<file path="src/rtl/grant_index_decoder_pkg.sv">
// Shared constants for the grant index decoder: FSM state encoding and
// debug counter width.
package grant_index_decoder_pkg;

  localparam logic [1:0] ST_IDLE    = 2'd0;
  localparam logic [1:0] ST_GRANT   = 2'd1;
  localparam logic [1:0] ST_RELEASE = 2'd2;

  localparam int DONE_CNT_W = 8;

endpackage : grant_index_decoder_pkg

</file>
<file path="src/rtl/grant_index_decoder_hold_timer.sv">
// Loadable hold counter: cleared on accept, advanced each unacknowledged
// grant cycle, saturating at HOLD_MAX-1 where it raises its terminal flag.
module hold_timer #(
  parameter int HOLD_MAX = 8,
  localparam int CNT_W = (HOLD_MAX > 1) ? $clog2(HOLD_MAX) : 1
) (
  input  logic clk,
  input  logic rst,
  input  logic clear,
  input  logic advance,
  output logic at_max
);

  logic [CNT_W-1:0] count;

  assign at_max = (count == CNT_W'(HOLD_MAX - 1));

  // Saturates rather than wraps so a stuck advance can never alias back to zero.
  always_ff @(posedge clk or posedge rst) begin
    if (rst) begin
      count <= '0;
    end else if (clear) begin
      count <= '0;
    end else if (advance && !at_max) begin
      count <= count + CNT_W'(1);
    end
  end

endmodule : hold_timer

</file>
<file path="src/rtl/grant_index_decoder.sv">
// Registered index-to-one-hot grant decoder with ack/timeout release, a
// mandatory dead cycle between grants, and a completed-grant debug counter.
module grant_index_decoder
  import grant_index_decoder_pkg::*;
#(
  parameter int N_OUT    = 4,
  parameter int IDX_W    = 2,
  parameter int HOLD_MAX = 8
) (
  input  logic                  clk,
  input  logic                  rst,
  input  logic                  in_valid,
  input  logic [IDX_W-1:0]      in_idx,
  output logic                  in_ready,
  input  logic [N_OUT-1:0]      ack,
  output logic [N_OUT-1:0]      grant,
  output logic                  busy,
  output logic                  timeout,
  output logic                  err,
  output logic [DONE_CNT_W-1:0] done_cnt
);

  // Handshake: an index transfers on a rising edge where in_valid and
  // in_ready are both high; in_ready is high only in IDLE, there is no
  // buffering, so upstream holds in_valid/in_idx stable until it sees ready.

  logic [1:0]       state;
  logic [IDX_W-1:0] idx_q;
  logic             accept;
  logic             hit;
  logic             stray;
  logic             expire;
  logic             timer_clear;
  logic             timer_advance;

  assign in_ready = (state == ST_IDLE);
  assign busy     = (state != ST_IDLE);
  assign accept   = in_ready && in_valid;

  assign hit   = (state == ST_GRANT) && ack[idx_q];
  assign stray = (state == ST_GRANT) ? |(ack & ~grant) : |ack;

  assign timer_clear   = accept;
  assign timer_advance = (state == ST_GRANT) && !hit;

  hold_timer #(
    .HOLD_MAX (HOLD_MAX)
  ) u_hold_timer (
    .clk     (clk),
    .rst     (rst),
    .clear   (timer_clear),
    .advance (timer_advance),
    .at_max  (expire)
  );

  // Ack beats expiry on the same edge: the grant counts and no timeout fires.
  always_ff @(posedge clk or posedge rst) begin
    if (rst) begin
      state    <= ST_IDLE;
      idx_q    <= '0;
      grant    <= '0;
      timeout  <= 1'b0;
      err      <= 1'b0;
      done_cnt <= '0;
    end else begin
      timeout <= 1'b0;
      err     <= stray;
      case (state)
        ST_IDLE: begin
          if (in_valid) begin
            idx_q <= in_idx;
            grant <= N_OUT'(1) << in_idx;
            state <= ST_GRANT;
          end
        end
        ST_GRANT: begin
          if (hit) begin
            grant    <= '0;
            done_cnt <= done_cnt + DONE_CNT_W'(1);
            state    <= ST_RELEASE;
          end else if (expire) begin
            grant   <= '0;
            timeout <= 1'b1;
            state   <= ST_RELEASE;
          end
        end
        ST_RELEASE: begin
          state <= ST_IDLE;
        end
        default: begin
          grant <= '0;
          state <= ST_IDLE;
        end
      endcase
    end
  end

endmodule : grant_index_decoder

</file>
<file path="config.mk">
export PLATFORM = sky130hd
export DESIGN_NAME = grant_index_decoder
export DESIGN_NICKNAME = d
export VERILOG_FILES = /design/src/rtl/grant_index_decoder_pkg.sv /design/src/rtl/grant_index_decoder_hold_timer.sv /design/src/rtl/grant_index_decoder.sv
export SDC_FILE = /design/constraint.sdc
export NUM_CORES = 1
export LEC_CHECK = 0
export ABC_AREA = 1
export BUFFER_PORTS_ARGS = -buffer_cell sky130_fd_sc_hd__buf_2
export CORE_MARGIN = 2
export CORE_UTILIZATION = 55
export DETAILED_ROUTE_END_ITERATION = 16
export PLACE_DENSITY_LB_ADDON = 0.3
export SLEW_MARGIN = 20
export SYNTH_ARGS = -nofsm -noshare
export SYNTH_HDL_FRONTEND = slang
export SYNTH_SLANG_ARGS = --single-unit
export TNS_END_PERCENT = 10
</file>
<file path="constraint.sdc">
create_clock -name clk -period 4.1 [get_ports clk]
set_clock_uncertainty 0.1 [all_clocks]
set_input_delay 0.82 -clock clk [delete_from_list [all_inputs] [get_ports clk]]
set_output_delay 0.82 -clock clk [all_outputs]
set_load 0.05 [all_outputs]
</file>
==> out/summary.txt <==
outcome -> complete, no violations
average cell area after synthesis -> 8.26 sq um
Buffers on Ports -> 24
max-cap violations -> 0
register area share after synthesis -> 46.1%
core area -> 1960 sq um
Fin Hold WS -> 0.412 ns
detailed placement HPWL -> 1.78 mm
# diodes -> 0
Max Root-Sink Buffers -> 2
Post-synth ARST share -> 100%
Max Clk Rate -> 446 MHz
Area Overhead vs Synth -> 14.8%
die area -> 2450 sq um
ANT nets after route -> 0
# rows -> 16
Vias -> 979
largest net degree at the start of global routing -> 22
Setup crit end kind -> output pin
commonest non-fill, non-tap cell in the layout -> nand2_1
first-pass GRT wire length -> 4.14 mm
placed instance count -> 188
grt ovf -> 0
IO Pins -> 25
final cell count without fillers -> 192
layout cells sized above 1 -> 24.2%
final setup TNS -> 0 ns
number of synthesized register bits -> 21
Overall Power -> 1.05 mW
worst-path fanout max -> 5
drt initial violations -> 30
Least-Margin Pin Slew -> 0.790 ns
min Tclk post-route -> 2.24 ns
Slew HR -> 47.2%
layout net count -> 178
HP Class -> reg2reg
syn_nets -> 150
Place WS -> 2.18 ns
GRT Overall Usage -> 21.9%
synthesized area -> 1140 sq um
fin worst setup slack -> 1.86 ns
Post-CTS Resized -> 0
Post-CTS Setup Repair Bufs -> 0
power density over cell area -> 799 nW/um^2
total CTS buffers -> 3
hold path startpoint -> grant[0]$_DFFE_PP0P_
Reg clk slew, reported paths -> 0.11 ns
Post-Synthesis Cells -> 138
RePlAce Congestion -> 0.753
CTS Sinks -> 21
vias in the first global route -> 991
TritonRoute pass-1 iters -> 4
CP required -> 3.18 ns
Setup Crit Path Kind -> reg2out
RSZ-0062 raised after global routing -> false
final hold viol count -> 0
crit path from -> state[0]$_DFFE_PP0P_
TritonCTS clock tree -> built
Die H -> 49.5 microns
H-Tree Depth -> 1
vias per cell -> 5.10
FF-to-FF Start -> u_hold_timer.count[0]$_DFFE_PP0P_
initial antenna violation count -> 0
Unique masters post-synth -> 25
CTS hold repair buffers -> 0
Die Wd -> 49.5 microns
CP arrival -> 1.32 ns
EDFF count, synth -> 0
dominant synthesized flop cell -> dfrtp_1
Leak -> 0.741 nW
Worst-Skew Late Latency -> 0.30 ns
peak supply drop -> 0.480 mV
crit share post-route -> 54.6%
Starting Density -> 58.1%
final setup vio count -> 0
Root Driver -> clkbuf_4
commonest cells after routing, fill and taps aside -> 48 x nand2_1, 24 x buf_2, 21 x dfrtp_1, 18 x inv_1, 9 x nand3_1
post-detailed-route DRC marker count -> 0
type of origin of the critical path -> register
Synth warnings -> 0
post-detailed-route wirelength per cell -> 12.1 microns
Routed WL -> 2.33 mm
Slew Limit Fails -> 0
[per-layer routing]
| layer | vias up | routed length [microns] | track usage (%) | share of wire (%) |
|---|---|---|---|---|
| li1 | 495 | - | - | - |
| met1 | 450 | 968 | 25.8 | 42 |
| met2 | 30 | 1220 | 40.7 | 52 |
| met3 | 4 | 117 | 3.03 | 5.0 |
| met4 | 0 | 26 | 6.48 | 1.1 |
| met5 | - | 0 | 0 | 0 |
[sequential cells by signal, summed over array words and instances (netlist names)]
name,count
grant,4
timeout,1
u_hold_timer.count,3
err,1
state,2
idx_q,2
done_cnt,8
[cell usage after synthesis, types with 2 or more instances]
| library cell | number | share of area (%) |
|---|---|---|
| dfrtp_1 | 21 | 46 |
| ha_1 | 3 | 3.3 |
| inv_1 | 18 | 5.9 |
| nand2_1 | 48 | 16 |
| nand3_1 | 9 | 4.0 |
| nand3_2 | 3 | 2.6 |
| nand3b_2 | 2 | 2.0 |
| nand4_1 | 4 | 2.2 |
| nor2_1 | 4 | 1.3 |
| nor3_1 | 4 | 1.8 |
| o21ai_0 | 6 | 2.6 |
| o22ai_1 | 2 | 1.1 |
| xor2_1 | 2 | 1.5 |
[layout make-up]
type,count,area [sq um]
repair buffers,24,120
fillers,178,653
flip-flops and latches,21,526
multi-input cells,96,526
clock buffers,4,26.3
inverters,20,77.6
well taps,27,33.8
[critical path: stages (launching register included)]
cell and delay (ns):
dfrtp_1 0.38, inv_1 0.11, nand2_1 0.15, inv_1 0.11
buf_2 0.26
[worst paths after layout]
| check | slack [ns] | end | cells past startpoint |
|---|---|---|---|
| min in group asynchronous | 0.54 | done_cnt[2]$_DFFE_PP0P_ | 2 |
| worst max register to register | 2.60 | grant[1]$_DFFE_PP0P_ | 7 |
| worst max-delay path | 1.86 | in_ready | 4 |
| worst min register to register | 0.41 | grant[0]$_DFFE_PP0P_ | 2 |
| worst min-delay path | 0.41 | grant[0]$_DFFE_PP0P_ | 2 |
| max in group asynchronous | 2.86 | state[0]$_DFFE_PP0P_ | 2 |
[cells by family after synthesis]
kind of cell	count (synthesis)	synth area share, %
DFF	21	46.1
buffers and inverters	21	7.79
and+or+nand+nor	81	36.7
xor gates and xnor gates	2	1.54
adders and majority gates	3	3.29
AOI/OAI and AO/OA	10	4.61
[metrics by stage]
stage,instance area [sq um],util (%)
floorplan,1140,-
detailed placement,1280,65.4
global route,1310,66.7
global placement,1280,65.4
finish,1310,66.7
CTS,1310,66.7
[report_power, final]
part	total, mW	internal, mW	switching (mW)	leakage, nW
registers	0.347	0.281	0.0650	0.272
clock network	0.101	0.0379	0.0630	0.0150
logic	0.599	0.150	0.449	0.454
total	1.05	0.469	0.577	0.741
(Power assumes the default switching activity.)
